File: config.mk
export PLATFORM = sky130hd
export DESIGN_NAME = core_div_unit
export DESIGN_NICKNAME = d
export VERILOG_FILES = /design/src/rtl/core_div_pkg.sv /design/src/rtl/core_div_clz.sv /design/src/rtl/core_div_unit.sv
export SDC_FILE = /design/constraint.sdc
export NUM_CORES = 1
export LEC_CHECK = 0
export CORE_MARGIN = 3
export CORE_UTILIZATION = 35
export DETAILED_ROUTE_END_ITERATION = 12
export HOLD_SLACK_MARGIN = 0.06
export PLACE_DENSITY = 0.58
export SLEW_MARGIN = 40
export SYNTH_ARGS = -nofsm -noshare
export SYNTH_HDL_FRONTEND = slang
export SYNTH_SLANG_ARGS = --single-unit
File: constraint.sdc
create_clock -name i_clk -period 4.7 [get_ports i_clk]
set_input_delay 0.94 -clock i_clk [delete_from_list [all_inputs] [get_ports i_clk]]
set_output_delay 0.94 -clock i_clk [all_outputs]
set_load 0.01 [all_outputs]
File: src/rtl/core_div_pkg.sv
// Shared types and constants for the RV32M iterative divider.
package core_div_pkg;

   typedef enum logic [1:0] {
      IDLE = 2'd0,
      CALC = 2'd1,
      DONE = 2'd2
   } div_state_e;

   localparam logic [2:0] F3_DIV  = 3'b100;
   localparam logic [2:0] F3_DIVU = 3'b101;
   localparam logic [2:0] F3_REM  = 3'b110;
   localparam logic [2:0] F3_REMU = 3'b111;

   localparam logic [6:0] OPCODE_R = 7'b0110011;

   function automatic logic f3_is_signed(input logic [2:0] f3);
      return (f3 == F3_DIV) || (f3 == F3_REM);
   endfunction

   function automatic logic f3_is_rem(input logic [2:0] f3);
      return (f3 == F3_REM) || (f3 == F3_REMU);
   endfunction

endpackage

File: src/rtl/core_div_clz.sv
// Combinational leading-zero counter; returns XLEN for an all-zero input.
module core_div_clz #(
   parameter int XLEN = 32
) (
   input  logic [XLEN-1:0]     i_val,
   output logic [$clog2(XLEN):0] o_cnt
);

   localparam int CW = $clog2(XLEN) + 1;

   // Scanning upward lets the highest set bit win.
   always_comb begin
      o_cnt = CW'(XLEN);
      for (int i = 0; i < XLEN; i++) begin
         if (i_val[i]) begin
            o_cnt = CW'(XLEN - 1 - i);
         end
      end
   end

endmodule

File: src/rtl/core_div_unit.sv
// Iterative radix-2 restoring divider for DIV/DIVU/REM/REMU.
// Optional leading-zero skip is enabled by defining CORE_DIV_EARLY_TERM_EN.
//
//   state | meaning
//   IDLE  | ready for a request; special cases resolve straight to DONE
//   CALC  | one shift/trial-subtract per cycle; last step applies sign fix-up
//   DONE  | result held until the consumer takes it
module core_div_unit
   import core_div_pkg::*;
#(
   parameter int XLEN = 32
) (
   input  logic            i_clk,
   input  logic            i_rst,
   input  logic            i_req_valid,
   output logic            o_req_ready,
   input  logic [2:0]      i_funct3,
   input  logic [XLEN-1:0] i_dividend,
   input  logic [XLEN-1:0] i_divisor,
   input  logic [4:0]      i_rd,
   input  logic            i_flush,
   output logic            o_resp_valid,
   input  logic            i_resp_ready,
   output logic [XLEN-1:0] o_result,
   output logic [4:0]      o_rd,
   output logic            o_busy
);

   localparam int CW = $clog2(XLEN) + 1;
   localparam logic [XLEN-1:0] INT_MIN = {1'b1, {(XLEN-1){1'b0}}};

   div_state_e      state_q, state_d;
   logic [CW-1:0]   cnt_q, cnt_d;
   logic [XLEN-1:0] rem_q, rem_d;
   logic [XLEN-1:0] quo_q, quo_d;
   logic [XLEN-1:0] dvsr_q, dvsr_d;
   logic [XLEN-1:0] result_q, result_d;
   logic [4:0]      rd_q, rd_d;
   logic            is_rem_q, is_rem_d;
   logic            neg_quo_q, neg_quo_d;
   logic            neg_rem_q, neg_rem_d;
   logic            resp_valid_q, resp_valid_d;

   logic            req_signed, req_rem;
   logic            dvnd_neg, dvsr_neg;
   logic            div_zero, sgn_ovf;
   logic [XLEN-1:0] abs_dvnd, abs_dvsr, shifted_dvnd;
   logic [CW-1:0]   lz, start_cnt;

   logic [XLEN:0]   trial_shift, trial_diff;
   logic [XLEN-1:0] step_rem, step_quo;
   logic [XLEN-1:0] fix_rem, fix_quo;

   assign req_signed = f3_is_signed(i_funct3);
   assign req_rem    = f3_is_rem(i_funct3);
   assign dvnd_neg   = req_signed & i_dividend[XLEN-1];
   assign dvsr_neg   = req_signed & i_divisor[XLEN-1];
   assign abs_dvnd   = dvnd_neg ? -i_dividend : i_dividend;
   assign abs_dvsr   = dvsr_neg ? -i_divisor  : i_divisor;
   assign div_zero   = (i_divisor == '0);
   assign sgn_ovf    = req_signed & (i_dividend == INT_MIN) & (&i_divisor);

`ifdef CORE_DIV_EARLY_TERM_EN
   core_div_clz #(
      .XLEN (XLEN)
   ) u_clz (
      .i_val (abs_dvnd),
      .o_cnt (lz)
   );
`else
   assign lz = '0;
`endif

   // Leading zeros of the dividend contribute nothing to the remainder, so they are skipped.
   assign start_cnt    = CW'(XLEN) - lz;
   assign shifted_dvnd = abs_dvnd << lz;

   // XLEN+1-bit trial subtraction: MSB of the difference is the borrow.
   assign trial_shift = {rem_q, quo_q[XLEN-1]};
   assign trial_diff  = trial_shift - {1'b0, dvsr_q};
   assign step_rem    = trial_diff[XLEN] ? trial_shift[XLEN-1:0] : trial_diff[XLEN-1:0];
   assign step_quo    = {quo_q[XLEN-2:0], ~trial_diff[XLEN]};
   assign fix_quo     = neg_quo_q ? -step_quo : step_quo;
   assign fix_rem     = neg_rem_q ? -step_rem : step_rem;

   always_comb begin
      state_d      = state_q;
      cnt_d        = cnt_q;
      rem_d        = rem_q;
      quo_d        = quo_q;
      dvsr_d       = dvsr_q;
      result_d     = result_q;
      rd_d         = rd_q;
      is_rem_d     = is_rem_q;
      neg_quo_d    = neg_quo_q;
      neg_rem_d    = neg_rem_q;
      resp_valid_d = resp_valid_q;

      if (i_flush) begin
         state_d      = IDLE;
         resp_valid_d = 1'b0;
      end else begin
         unique case (state_q)
            IDLE: begin
               if (i_req_valid) begin
                  rd_d      = i_rd;
                  is_rem_d  = req_rem;
                  neg_quo_d = dvnd_neg ^ dvsr_neg;
                  neg_rem_d = dvnd_neg;
                  dvsr_d    = abs_dvsr;
                  rem_d     = '0;
                  quo_d     = shifted_dvnd;
                  cnt_d     = start_cnt;
                  if (div_zero) begin
                     result_d     = req_rem ? i_dividend : '1;
                     resp_valid_d = 1'b1;
                     state_d      = DONE;
                  end else if (sgn_ovf) begin
                     result_d     = req_rem ? '0 : i_dividend;
                     resp_valid_d = 1'b1;
                     state_d      = DONE;
                  end else if (start_cnt == '0) begin
                     result_d     = '0;
                     resp_valid_d = 1'b1;
                     state_d      = DONE;
                  end else begin
                     state_d = CALC;
                  end
               end
            end
            CALC: begin
               rem_d = step_rem;
               quo_d = step_quo;
               cnt_d = cnt_q - CW'(1);
               if (cnt_q == CW'(1)) begin
                  result_d     = is_rem_q ? fix_rem : fix_quo;
                  resp_valid_d = 1'b1;
                  state_d      = DONE;
               end
            end
            DONE: begin
               if (i_resp_ready) begin
                  resp_valid_d = 1'b0;
                  state_d      = IDLE;
               end
            end
            default: begin
               resp_valid_d = 1'b0;
               state_d      = IDLE;
            end
         endcase
      end
   end

   always_ff @(posedge i_clk or posedge i_rst) begin
      if (i_rst) begin
         state_q      <= IDLE;
         cnt_q        <= '0;
         rem_q        <= '0;
         quo_q        <= '0;
         dvsr_q       <= '0;
         result_q     <= '0;
         rd_q         <= '0;
         is_rem_q     <= 1'b0;
         neg_quo_q    <= 1'b0;
         neg_rem_q    <= 1'b0;
         resp_valid_q <= 1'b0;
      end else begin
         state_q      <= state_d;
         cnt_q        <= cnt_d;
         rem_q        <= rem_d;
         quo_q        <= quo_d;
         dvsr_q       <= dvsr_d;
         result_q     <= result_d;
         rd_q         <= rd_d;
         is_rem_q     <= is_rem_d;
         neg_quo_q    <= neg_quo_d;
         neg_rem_q    <= neg_rem_d;
         resp_valid_q <= resp_valid_d;
      end
   end

   assign o_req_ready  = (state_q == IDLE);
   assign o_busy       = (state_q != IDLE);
   assign o_resp_valid = resp_valid_q;
   assign o_result     = result_q;
   assign o_rd         = rd_q;

endmodule

; Yosys cells after proc, flatten, opt, wreduce, memory -nomap -nowiden
; Cells that the tools add are included.
[word_totals]
reg_bits = 145
elab_cells = 83
[classes]
addsub = 6
eq_ne = 14
n_mux = 33
bitwise_logic = 7
n_reduce_logical = 12
[ops]
columns = cell, count
row1 = two-way mux 32 bit, 14
row2 = case mux 32 bit (2 select lines), 3
row3 = negation 32 bit, 4
row4 = subtractor 33 x 32 -> 33 bit, 1
row5 = equality test 32 bit (second input constant), 1
row6 = logical NOT 32 bit, 1
row7 = AND reduction 32 bit, 1
row8 = two-way mux 2 bit, 6
row9 = case mux 6 bit (2 select lines), 1
row10 = equality test 3 bit (second input constant), 3
row11 = AND reduction 3 bit, 3
row12 = equality test 6 x 1 -> 1 bit (second input constant), 1
row13 = two-way mux 1 bit, 6
row14 = two-way mux 6 bit, 1
row15 = != test 3 bit (second input constant), 2
row16 = case mux 2 bit (3 select lines), 1
row17 = subtractor 6 x 1 -> 6 bit (second input constant), 1
row18 = AND reduction 5 bit, 1
row19 = bitwise AND 1 bit, 4
row20 = != test 2 bit (second input constant), 2
row21 = != test 4 x 1 -> 1 bit (second input constant), 1
row22 = AND reduction 4 bit, 1
row23 = nonzero test 2 bit, 2
row24 = != test 3 x 1 -> 1 bit (second input constant), 1
row25 = 8 further kinds, 10

; Depth between registers and ports, before layout
; Gate-level depths: netlist of run 1.
[depth]
ltp_word = 9
depth_mapped = 22
mapped_depth_nobuf = 20

; Worst setup path after synthesis of run 1
; Ideal clock, no wire load.
[synth_timing]
path_type = register -> register
from = reg quo_q[31]
to = reg result_q[28], in the netlist o_result[28]
setup_ps = 99
t_arrival_ps = 4889
t_required_ps = 4601
setup_slack_ps = -288
path_stages_with_launch = 23
path_buffers = 2
synth_period_minus_slack_ps = 4988
cell_sequence = dfrtp_1 inv_1 ha_1 inv_1 fa_1 a211oi_1 o21ai_1 a31oi_4 a211oi_2 nor3_2 nor2_4 inv_2 clkbuf_1 buf_1 ha_1 nand2b_1 or2_4 or4_4 o31ai_2 xor2_1 o211ai_1 a31oi_1 a311oi_1
[synth_via]
elab_chain_cells = 7
word_cells_on_any_way = 10
classes_between = add/sub (3) / mux (6) / bitwise (1)
[synth_lines]
columns = item, line
row1 = start: declaration, core_div_unit.sv:35  ; logic [XLEN-1:0] quo_q, quo_d;
row2 = start signal: assignment, core_div_unit.sv:172  ; quo_q <= quo_d;
row3 = subtractor 33 x 32 -> 33 bit, core_div_unit.sv:80  ; assign trial_diff = trial_shift - {1'b0, dvsr_q};
row4 = two-way mux 32 bit or NOT 1 bit (tied branches), "core_div_unit.sv:81, core_div_unit.sv:82"
row5 = "negation 32 bit, on equally long branches", "core_div_unit.sv:84, core_div_unit.sv:83"
row6 = "two-way mux 32 bit, on equally long branches", "core_div_unit.sv:84, core_div_unit.sv:83"
row7 = two-way mux 32 bit *, core_div_unit.sv:136  ; result_d = is_rem_q ? fix_rem : fix_quo;
row8 = two-way mux 32 bit *, core_div_unit.sv:135  ; if (cnt_q == CW'(1)) begin
row9 = case mux 32 bit (2 select lines) *, core_div_unit.sv:103  ; unique case (state_q)
row10 = end signal: assignment, core_div_unit.sv:174  ; result_q <= result_d;
row11 = end: declaration, core_div_unit.sv:37  ; logic [XLEN-1:0] result_q, result_d;
; Mark *: on every way between the ends. The rest lies on a longest branch, timed or not. The select of a mux whose other input is x is not followed.
; A chain may end at the register's enable or synchronous reset.

; Worst setup path after layout of run 1
[layout_timing]
from = reg rem_q[19]
to = reg result_q[28], in the netlist o_result[28]
[layout_via]
elab_chain_cells = 7
word_cells_on_any_way = 10
classes_between = add/sub (3) / mux (6) / bitwise (1)
[layout_lines]
columns = item, line
row1 = start: declaration, core_div_unit.sv:34  ; logic [XLEN-1:0] rem_q, rem_d;
row2 = start signal: assignment, core_div_unit.sv:171  ; rem_q <= rem_d;
row3 = subtractor 33 x 32 -> 33 bit, core_div_unit.sv:80
row4 = two-way mux 32 bit or NOT 1 bit (tied branches), "core_div_unit.sv:81, core_div_unit.sv:82"
row5 = "negation 32 bit, on equally long branches", "core_div_unit.sv:84, core_div_unit.sv:83"
row6 = "two-way mux 32 bit, on equally long branches", "core_div_unit.sv:84, core_div_unit.sv:83"
row7 = two-way mux 32 bit *, core_div_unit.sv:136
row8 = two-way mux 32 bit *, core_div_unit.sv:135
row9 = case mux 32 bit (2 select lines) *, core_div_unit.sv:103
; Marked as above.

==> results of run 1 <==
==> synthesized netlist by cell type (11+ instances only) <==
library cell  instances
nor2_1              113
nand3_1              19
a21o_1               13
buf_2                14
xnor2_1              59
a31oi_1              17
or3_1                19
o31ai_1              40
nand2_1             187
mux2i_1              25
clkbuf_1             69
nor3_1               28
nor4_1               19
o21a_1               12
xor2_1               70
nand4_1              16
a21oi_1              94
mux2_2               11
o21ai_0             207
a22oi_1              24
o211ai_1             14
inv_1                56
ha_1                 39
and2_1               13
dfrtp_1             145
or4_1                18
a211oi_1             22
o41ai_1              14
==> flip-flops by register name, indices dropped and copies added (netlist names) <==
signal / flops
o_result: 32
neg_quo_q: 1
dvsr_q: 32
quo_q: 32
neg_rem_q: 1
rem_q: 32
o_rd: 5
state_q: 2
cnt_q: 6
o_resp_valid: 1
is_rem_q: 1
==> through the flow <==
step	utilization (%)	worst slack, ns	cells	total power [mW]	hold slack [ns]
floorplan	-	0.0401	1526	3.49	0.450
global route	43.5	0.00776	2094	6.52	0.498
detailed placement	41.4	0.0703	2060	4.56	0.465
CTS	43.3	0.125	2092	6.11	0.486
finish	43.5	0.262	2094	6.13	0.477
global placement	41.3	0.138	2059	4.53	0.459
==> per-layer routing <==
layer / wire, um / up-vias / part of all wire, % / GRT usage [%]
li1: - / 5805 / - / -
met1: 19600 / 5881 / 46 / 32.6
met2: 19400 / 390 / 45 / 36.6
met3: 2680 / 52 / 6.3 / 4.47
met4: 975 / 2 / 2.3 / 6.58
met5: 13 / - / 0.030 / 0
==> power breakdown <==
| group | internal [mW] | leakage, nW | switching, mW |
|---|---|---|---|
| Clock | 0.912 | 0.308 | 0.622 |
| Combinational | 1.18 | 3.71 | 1.55 |
| Sequential | 1.54 | 1.86 | 0.323 |
==> worst register-to-register path: cells and delay by family, from the launching register on <==
kind,cells,cell delay (ns)
fa+ha+maj,2,0.64
simple gates,6,1.76
buf+inv,1,0.12
xor+xnor,1,0.11
flops,1,0.46
compound gates,6,1.27
==> kinds of logic (layout without fill, tap and decap cells) <==
logic type / Yosys count / count (layout) / synth area share, %
AO/OA/AOI/OAI: 540 / 540 / 28.5
XOR/XNOR: 129 / 129 / 9.38
adder cells (fa/ha/maj): 40 / 40 / 4.22
buffers and inverters: 144 / 264 / 4.63
flip-flops: 145 / 145 / 30.1
multiplexers: 36 / 36 / 3.10
AND/OR/NAND/NOR: 492 / 492 / 20.0
==> worst paths after layout <==
kind,from,to,cells after the start,slack (ns)
min,o_rd[3],o_rd[3],2,0.48
min reg2reg,o_rd[3],o_rd[3],2,0.48
min in group asynchronous,i_rst,quo_q[7],2,0.86
max in group asynchronous,i_rst,dvsr_q[30],3,3.11
max reg2reg,rem_q[19],o_result[28],16,0.26
max,rem_q[19],o_result[28],16,0.26
==> timing repair <==
action                     in CTS  in global routing
setup endpoints to repair       0                 16
gates resized for setup         0                 14
setup buffers                   0                  2
==> layout make-up <==
| class | instances | area share (%) |
|---|---|---|
| multi-input combinational | 1237 | 54.3 |
| sequential | 145 | 24.8 |
| timing repair buffer | 174 | 11.2 |
| tap | 448 | 3.82 |
| clock buffer | 18 | 2.99 |
| inverter | 58 | 1.53 |
| clock inverter | 14 | 1.40 |
==> out/qor.yml, run 1 <==
critical_path:
  cp-end-kind: "register"
  cp_max_fo: 7
  critPathLaunchType: "register"
  cp_slowest_cell: "or4_1"
  path_delay_family: "simple AND/OR/NAND/NOR gates"
  crit_buf_inv: 1
  required_ns: 5.06
  path_cells: "ha_1 > nand4_1 > or4_1 > a211oi_2 > o21a_1 > nor2_4 > inv_4 > ha_1 > nand2b_1 > or2_4 > or4_4 > o31ai_2 > xor2_1 > o211ai_1 > a31oi_1 > a311oi_1"
  cpMostUsedCell: "ha_1"
  critPathMaxStageDelay_ns: 0.57
  critPathArrivalTime_ns: 4.79
  critPathKind: "reg2reg"
global_route:
  antenna_found_initial: 1
  overflow: 0
  grt_pass1_vias: 11600
  grt_pass1_wl_um: 66700
  grt.total_usage_pct: 23.3
  grt_max_degree: 68
timing:
  rsz0062_at_grt: "false"
  slew_violations: 0
  relSlewSlack_pct: 46.0
  setup_violations: 0
  clock_skew_ns: 0.0123
  tns_ns: 0
  finalHoldViolCount: 0
  tightest_slew_ns: 0.809
  period_minus_slack_ns: 4.44
  fin_crit_sh_pct: 94.4
  fmax_mhz: 225
logic_synthesis:
  synthesis.nets: 1643
  seq_area_frac_synth_pct: 30.1
  async_flop_share_pct: 100
  postSynthAreaPerCell_um2: 7.90
  yosys_warnings: 0
  ys_ff_latch: 145
  netlist_area_um2: 12100
  synthTopCellsByArea: "dfrtp_1 30%, o21ai_0 8.6%, nand2_1 5.8%"
  synth_edf_count: 0
  synthFlopType: "dfrtp_1"
  synth_top_cell_area_share_pct: 30.1
  ys_types: 86
  synthCells: 1526
  yosysTopAreaCell: "dfrtp_1"
power:
  power.density_nw_per_um2: 418
  peakVddDrop_mv: 0.296
  p_leak_nw: 5.88
floorplan:
  placeableCoreArea_um2: 33700
  initial_utilization_pct: 35.8
  die_h_um: 192
  io_pins: 117
  die-area_um2: 36700
  die_x_um: 192
  row_count: 67
placed_design:
  placed_area_um2: 14000
  port_buffers: 116
  place_congestion: 0.916
  place_hpwl_um: 32700
drt:
  drc: 0
  wire_per_inst_um: 20.4
  vias_per_cell: 5.79
  dr.pass1.iters: 6
  via_count: 12100
  routed_wirelength_um: 42700
  ant_nets: 0
  drt_iter0_drc: 1042
worst_hold_path:
  hold_path.class: "reg2reg"
final_layout:
  areaGrowthSynthToFinish_pct: 21.8
  num_antenna_cells: 0
  mostFrequentLayoutCell: "o21ai_0"
  fin_nets: 1750
  layout-drive-gt1-share_pct: 9.54
  ff_latch_area_um2: 3630
  post-route-cell-area_um2: 14700
  multi_input_area_um2: 7970
  final_cell_mix: "205 x o21ai_0, 186 x nand2_1, 142 x dfrtp_1"
  fillCellCount: 3390
clocking:
  path_clk_slew_ns: 0.07
  clk-insertion-delay-late_ns: 0.45
  clock_path_buffers: 2
  htreeDepth: 4
  cts_tree: "built"
  cts_buffers: 17
  ctsRootBufferMaster: "clkbuf_16"
  cts-hold-fix-buffers: 0
  cts_sinks: 145
outcome:
  status: "finished clean"
flow_run:
  max-cap-violations: 0
(Power assumes the default switching activity.)
==> run 2: changes to the inputs <==
PLACE_DENSITY = 0.56   (was 0.58)
clock period = 5.1 ns   (was 4.7 ns; I/O delays follow)
==> run 2 against run 1 <==
Compared with the run above: via count is 0.76% lower; critical path depth is 1 higher; clock skew is 0.0026 ns higher; core utilization is 0.89 points lower; sequential cell count stayed put; total power is 10% lower; fmax is 4.4% lower; clock power is 11% lower; largest power group unchanged; highest routed layer is now met4.
==> out/qor.yml, run 2 (synthesis gave the netlist of run 1 again) <==
drt:
  drt_iter0_drc: 1090  # was 1,042
  wire_per_inst_um: 20.5  # was 20.4 um
  via_count: 12000  # was 12,100
  drc: 0  # unchanged
  vias_per_cell: 5.82  # was 5.79
  ant_nets: 0  # unchanged
  routed_wirelength_um: 42400  # was 42,700 um
  dr.pass1.iters: 6  # unchanged
placed_design:
  place_congestion: 0.940  # was 0.916
  port_buffers: 116  # unchanged
  place_ws_ns: 0.218  # was 0.0703 ns
  place_hpwl_um: 32300  # was 32,700 um
critical_path:
  path_cells: "ha_1 > a21oi_1 > o21ai_0 > a2111oi_0 > o31ai_2 > nor3_2 > nor2_4 > inv_2 > ha_1 > nand2b_1 > or2_4 > or4_4 > o31ai_2 > xor2_1 > o211ai_1 > a31oi_1 > a311oi_1"  # was ha_1 > nand4_1 > or4_1 > a211oi_2 > o21a_1 > nor2_4 > inv_4 > ha_1 > nand2b_1 > or2_4 > or4_4 > o31ai_2 > xor2_1 > o211ai_1 > a31oi_1 > a311oi_1
  r2r-end: "o_result[28]"  # unchanged
  critPathMaxStageDelay_ns: 0.54  # was 0.57 ns
  path_delay_family: "compound AO/OA/AOI/OAI gates"  # was simple AND/OR/NAND/NOR gates
  required_ns: 5.46  # was 5.06 ns
  cp-end-kind: "register"  # unchanged
  critPathKind: "reg2reg"  # unchanged
  crit_path_start: "rem_q[16]"  # was rem_q[19]
  ff2ff_setup_slack_ns: 0.46  # was 0.26 ns
  crit_buf_inv: 1  # unchanged
  rr_startpoint: "rem_q[16]"  # was rem_q[19]
  cp_max_fo: 12  # was 7
  r2r_cells: 17  # was 16
  critPathLaunchType: "register"  # unchanged
  cp_slowest_cell: "a2111oi_0"  # was or4_1
  critPathArrivalTime_ns: 5.00  # was 4.79 ns
final_layout:
  num_antenna_cells: 0  # unchanged
  fin_nets: 1725  # was 1,750
  mostFrequentLayoutCell: "o21ai_0"  # unchanged
  areaGrowthSynthToFinish_pct: 19.3  # was 21.8%
  final_cell_mix: "207 x o21ai_0, 186 x nand2_1, 143 x dfrtp_1"  # was 205 x o21ai_0, 186 x nand2_1, 142 x dfrtp_1
  layout-drive-gt1-share_pct: 7.47  # was 9.54%
floorplan:
  die_x_um: 192  # unchanged
  placeableCoreArea_um2: 33700  # unchanged
  die-area_um2: 36700  # unchanged
  die_h_um: 192  # unchanged
  initial_utilization_pct: 35.8  # unchanged
  io_pins: 117  # unchanged
  row_count: 67  # unchanged
power:
  power_frac_clock_pct: 24.7  # was 25.0%
  comb_power_share_pct: 44.0  # was 44.6%
  p_leak_nw: 5.73  # was 5.88 nW
  swShare_pct: 41.0  # was 40.8%
  intPower_mw: 3.25  # was 3.63 mW
  peakVddDrop_mv: 0.283  # was 0.296 mV
  seq_power_share_pct: 31.3  # was 30.4%
  switchingPower_mw: 2.25  # was 2.50 mW
  power.density_nw_per_um2: 383  # was 418 nW/um2
clocking:
  ctsRootBufferMaster: "clkbuf_16"  # unchanged
  cts-hold-fix-buffers: 0  # unchanged
  path_clk_slew_ns: 0.07  # about the same
  clk-insertion-delay-late_ns: 0.45  # about the same
  post_cts_buffers: 0  # unchanged
  cts_tree: "built"  # unchanged
  htreeDepth: 4  # unchanged
  clock_path_buffers: 2  # unchanged
  cts_buffers: 17  # unchanged
  cts_sinks: 145  # unchanged
  ctsResizeCount: 0  # unchanged
timing:
  relSlewSlack_pct: 42.8  # was 46.0%
  worst_slack_ns: 0.456  # was 0.262 ns
  rsz0062_at_grt: "false"  # unchanged
  holdWs_ns: 0.481  # was 0.477 ns
  fmax_mhz: 215  # was 225 MHz
  tns_ns: 0  # unchanged
  fin_crit_sh_pct: 91.1  # was 94.4%
  clock_skew_ns: 0.0149  # was 0.0123 ns
  period_minus_slack_ns: 4.64  # was 4.44 ns
  finalHoldViolCount: 0  # unchanged
  tightest_slew_ns: 0.854  # was 0.809 ns
  slew_violations: 0  # unchanged
  setup_violations: 0  # unchanged
global_route:
  grt_max_degree: 89  # was 68
  grt_pass1_vias: 11500  # was 11,600
  grt_pass1_wl_um: 66800  # was 66,700 um
  grt.total_usage_pct: 23.3  # about the same
  antenna_found_initial: 1  # unchanged
  overflow: 0  # unchanged
flow_run:
  max-cap-violations: 0  # unchanged
worst_hold_path:
  min_from: "o_result[16]"  # was o_rd[3]
  hold_path.class: "reg2reg"  # unchanged
  hold_path_end: "o_result[16]"  # was o_rd[3]
  hold_depth: 2  # unchanged
outcome:
  status: "finished clean"  # unchanged
==> run 2: power groups by stage <==
stage	sequential (mW)	clock (mW)	combinational (mW)
final	1.72	1.36	2.42
after detailed placement	1.74	0	2.39
after CTS	1.72	1.38	2.40
after global routing	1.76	1.43	2.68
after floorplan	1.67	0	1.53
after global placement	1.73	0	2.38
==> run 2: tightest hold or removal path, cell delays in order, from the launching register on <==
cell and delay (ns):
dfrtp_1 0.34, nand2_1 0.05, o21ai_0 0.06
==> run 2: metrics by stage <==
step / area (um2) / total power, mW / std cells / util (%)
global route: 14400 / 5.87 / 2068 / 42.7
floorplan: 12100 / 3.20 / 1526 / -
CTS: 14400 / 5.50 / 2068 / 42.6
finish: 14400 / 5.50 / 2068 / 42.7
global placement: 13700 / 4.11 / 2037 / 40.7
detailed placement: 13700 / 4.13 / 2037 / 40.8
==> run 2: area by class of cell <==
cell class                 instances  area, um2
tap                              448        561
fill                            3467      19300
multi-input combinational       1237       7920
inverter                          58        223
clock buffer                      20        467
timing repair buffer             149       1430
sequential                       145       3630
clock inverter                    11        153
==> run 2: routing by layer <==
metal / GRT usage [%] / share of wire [%] / routed length, um / vias up
met2: 35.6 / 45 / 19000 / 416
li1: - / - / - / 5774
met5: 0 / 0 / 0 / -
met1: 33.7 / 47 / 20000 / 5797
met3: 4.27 / 6.0 / 2530 / 51
met4: 6.58 / 2.1 / 890 / 0
==> run 2: worst max path at each step <==
stage                               to  cells past startpoint
final                     o_result[28]                     17
after global routing      o_result[28]                     17
after CTS                 o_result[28]                     17
after detailed placement  o_result[31]                     12
after global placement    o_result[31]                     12
after floorplan           o_result[28]                     22
==> run 3: changes to the inputs <==
SLEW_MARGIN = default   (was 40)
==> run 3 against run 2 <==
Compared with the run above: combinational power barely moved; total power increased by 0.79%; sequential share of layout area about the same; highest routed layer unchanged; first-iteration DRC count is 4.5% higher; non-clock buffer count unchanged; worst setup slack worse by 0.071 ns; core utilization hardly changed; final cell count is essentially flat; fmax shrank 1.5%; worst hold slack better by 0.00083 ns; largest power group unchanged; sequential power hardly changed; critical endpoint unchanged; sequential cell count did not move.
==> out/qor.yml, run 3 (synthesis gave the netlist of run 1 again) <==
outcome:
  status: "finished clean"  # unchanged
timing:
  fin_crit_sh_pct: 92.5  # was 91.1%
  worst_slack_ns: 0.385  # was 0.456 ns
  rsz0062_at_grt: "false"  # unchanged
  relSlewSlack_pct: 22.6  # was 42.8%
  tns_ns: 0  # unchanged
  period_minus_slack_ns: 4.72  # was 4.64 ns
  setup_violations: 0  # unchanged
  tightest_slew_ns: 1.16  # was 0.854 ns
  finalHoldViolCount: 0  # unchanged
  fmax_mhz: 212  # was 215 MHz
  clock_skew_ns: 0.0101  # was 0.0149 ns
  slew_violations: 0  # unchanged
placed_design:
  dp.cells: 2037  # unchanged
  place_congestion: 0.940  # unchanged
  place_ws_ns: 0.203  # was 0.218 ns
  port_buffers: 116  # unchanged
  place_hpwl_um: 32300  # about the same
drt:
  ant_nets: 0  # unchanged
  dr.pass1.iters: 5  # was 6
  drc: 0  # unchanged
  routed_wirelength_um: 42200  # was 42,400 um
  vias_per_cell: 5.81  # was 5.82
  drt_iter0_drc: 1139  # was 1,090
  wire_per_inst_um: 20.4  # was 20.5 um
  via_count: 12000  # about the same
global_route:
  antenna_found_initial: 2  # was 1
  grt_max_degree: 89  # unchanged
  use_met1_pct: 33.4  # was 33.7%
  grt_util_met2_pct: 35.2  # was 35.6%
  overflow: 0  # unchanged
  grt_busiest_layer: "met2"  # unchanged
  grt_pass1_wl_um: 66700  # was 66,800 um
  grt_pass1_vias: 11500  # about the same
  grt.total_usage_pct: 23.3  # about the same
  use_met3_pct: 4.51  # was 4.27%
floorplan:
  die_x_um: 192  # unchanged
  row_count: 67  # unchanged
  die-area_um2: 36700  # unchanged
  io_pins: 117  # unchanged
  placeableCoreArea_um2: 33700  # unchanged
  initial_utilization_pct: 35.8  # unchanged
  die_h_um: 192  # unchanged
power:
  intPower_mw: 3.30  # was 3.25 mW
  total_power_mw: 5.55  # was 5.50 mW
  p_leak_nw: 5.75  # was 5.73 nW
  power_frac_clock_pct: 25.4  # was 24.7%
  seq_power_share_pct: 31.0  # was 31.3%
  switchingPower_mw: 2.24  # was 2.25 mW
  power.density_nw_per_um2: 386  # was 383 nW/um2
  comb_power_share_pct: 43.6  # was 44.0%
  swShare_pct: 40.4  # was 41.0%
  peakVddDrop_mv: 0.285  # was 0.283 mV
clocking:
  clk-insertion-delay-late_ns: 0.45  # about the same
  cts_sinks: 145  # unchanged
  ctsRootBufferMaster: "clkbuf_16"  # unchanged
  cts-hold-fix-buffers: 0  # unchanged
  path_clk_slew_ns: 0.07  # about the same
  htreeDepth: 4  # unchanged
  cts_tree: "built"  # unchanged
  cts_buffers: 17  # unchanged
  clock_path_buffers: 2  # unchanged
critical_path:
  cp-end-kind: "register"  # unchanged
  critPathKind: "reg2reg"  # unchanged
  rr_startpoint: "rem_q[16]"  # unchanged
  r2r-end: "o_result[28]"  # unchanged
  ff2ff_setup_slack_ns: 0.38  # was 0.46 ns
  critPathLaunchType: "register"  # unchanged
  r2r_cells: 17  # unchanged
  cp_max_fo: 12  # unchanged
  required_ns: 5.45  # was 5.46 ns
  critPathArrivalTime_ns: 5.06  # was 5.00 ns
final_layout:
  fin_nets: 1725  # unchanged
  fillCellCount: 3432  # was 3,467
  fin_util_pct: 42.7  # about the same
  final_cell_mix: "207 x o21ai_0, 187 x nand2_1, 145 x dfrtp_1"  # was 207 x o21ai_0, 186 x nand2_1, 143 x dfrtp_1
  layout-drive-gt1-share_pct: 7.22  # was 7.47%
  areaGrowthSynthToFinish_pct: 19.4  # was 19.3%
  instances_no_fill: 2069  # was 2,068
  mostFrequentLayoutCell: "o21ai_0"  # unchanged
worst_hold_path:
  hold_depth: 2  # unchanged
  hold_path_end: "o_rd[0]"  # was o_result[16]
  min_from: "o_rd[0]"  # was o_result[16]
  hold_path.class: "reg2reg"  # unchanged
flow_run:
  max-cap-violations: 0  # unchanged
-- run 3: per-layer routing --
| layer | routed length, um | part of all wire [%] | vias up |
|---|---|---|---|
| met2 | 18600 | 44 | 419 |
| li1 | - | - | 5782 |
| met5 | 0 | 0 | - |
| met3 | 2810 | 6.7 | 60 |
| met1 | 19600 | 46 | 5759 |
| met4 | 1160 | 2.7 | 0 |
-- run 3: repair_timing --
action                                  4_1_cts  5_1_grt
buffers inserted                              0        0
endpoints found under the setup margin        0        1
gates resized for setup                       0        2
endpoints found under the hold margin         0        0
-- run 3: worst max path at each step --
stage / startpoint / end / slack [ns] / depth (start not counted)
after floorplan: quo_q[31] / o_result[28] / 0.11 / 22
after global placement: i_divisor[2] / o_result[31] / 0.32 / 12
after detailed placement: i_divisor[2] / o_result[31] / 0.20 / 12
after CTS: rem_q[20] / o_result[28] / 0.34 / 17
after global routing: rem_q[15] / o_result[28] / 0.01 / 17
final: rem_q[16] / o_result[28] / 0.38 / 17
-- run 3: through the flow --
stage / hold slack [ns] / area, um2
CTS: 0.486 / 14400
detailed placement: 0.466 / 13700
floorplan: 0.450 / 12100
global placement: 0.463 / 13700
finish: 0.481 / 14400
global route: 0.497 / 14400
-- run 3: critical path: stages (launching register included) --
cell and delay, ns:
dfrtp_1 0.48, ha_1 0.35, a21oi_1 0.28, o21ai_0 0.14, a2111oi_0 0.53, o31ai_2 0.25, nor3_2 0.30, nor2_4 0.07
inv_2 0.20, ha_1 0.24, nand2b_1 0.10, or2_4 0.30, or4_4 0.53, o31ai_2 0.22, xor2_1 0.09, o211ai_1 0.17
a31oi_1 0.06, a311oi_1 0.30
-- run 3: power groups by stage --
stage               Sequential, mW  Clock (mW)  Combinational (mW)
CTS                           1.72        1.43                2.40
floorplan                     1.67           0                1.53
global placement              1.73           0                2.38
finish                        1.72        1.41                2.42
global route                  1.76        1.48                2.68
detailed placement            1.74           0                2.39
-- run 3: layout make-up --
class | instances | area, um2 | area share, %
clock buffers | 17 | 425 | 2.96
flip-flops and latches | 145 | 3630 | 25.2
inverters | 58 | 223 | 1.55
clock inverters | 14 | 213 | 1.48
repair buffers | 149 | 1420 | 9.88
diodes | 1 | 2.50 | 0.0174
well taps | 448 | 561 | 3.90
multi-input cells | 1237 | 7910 | 55.0
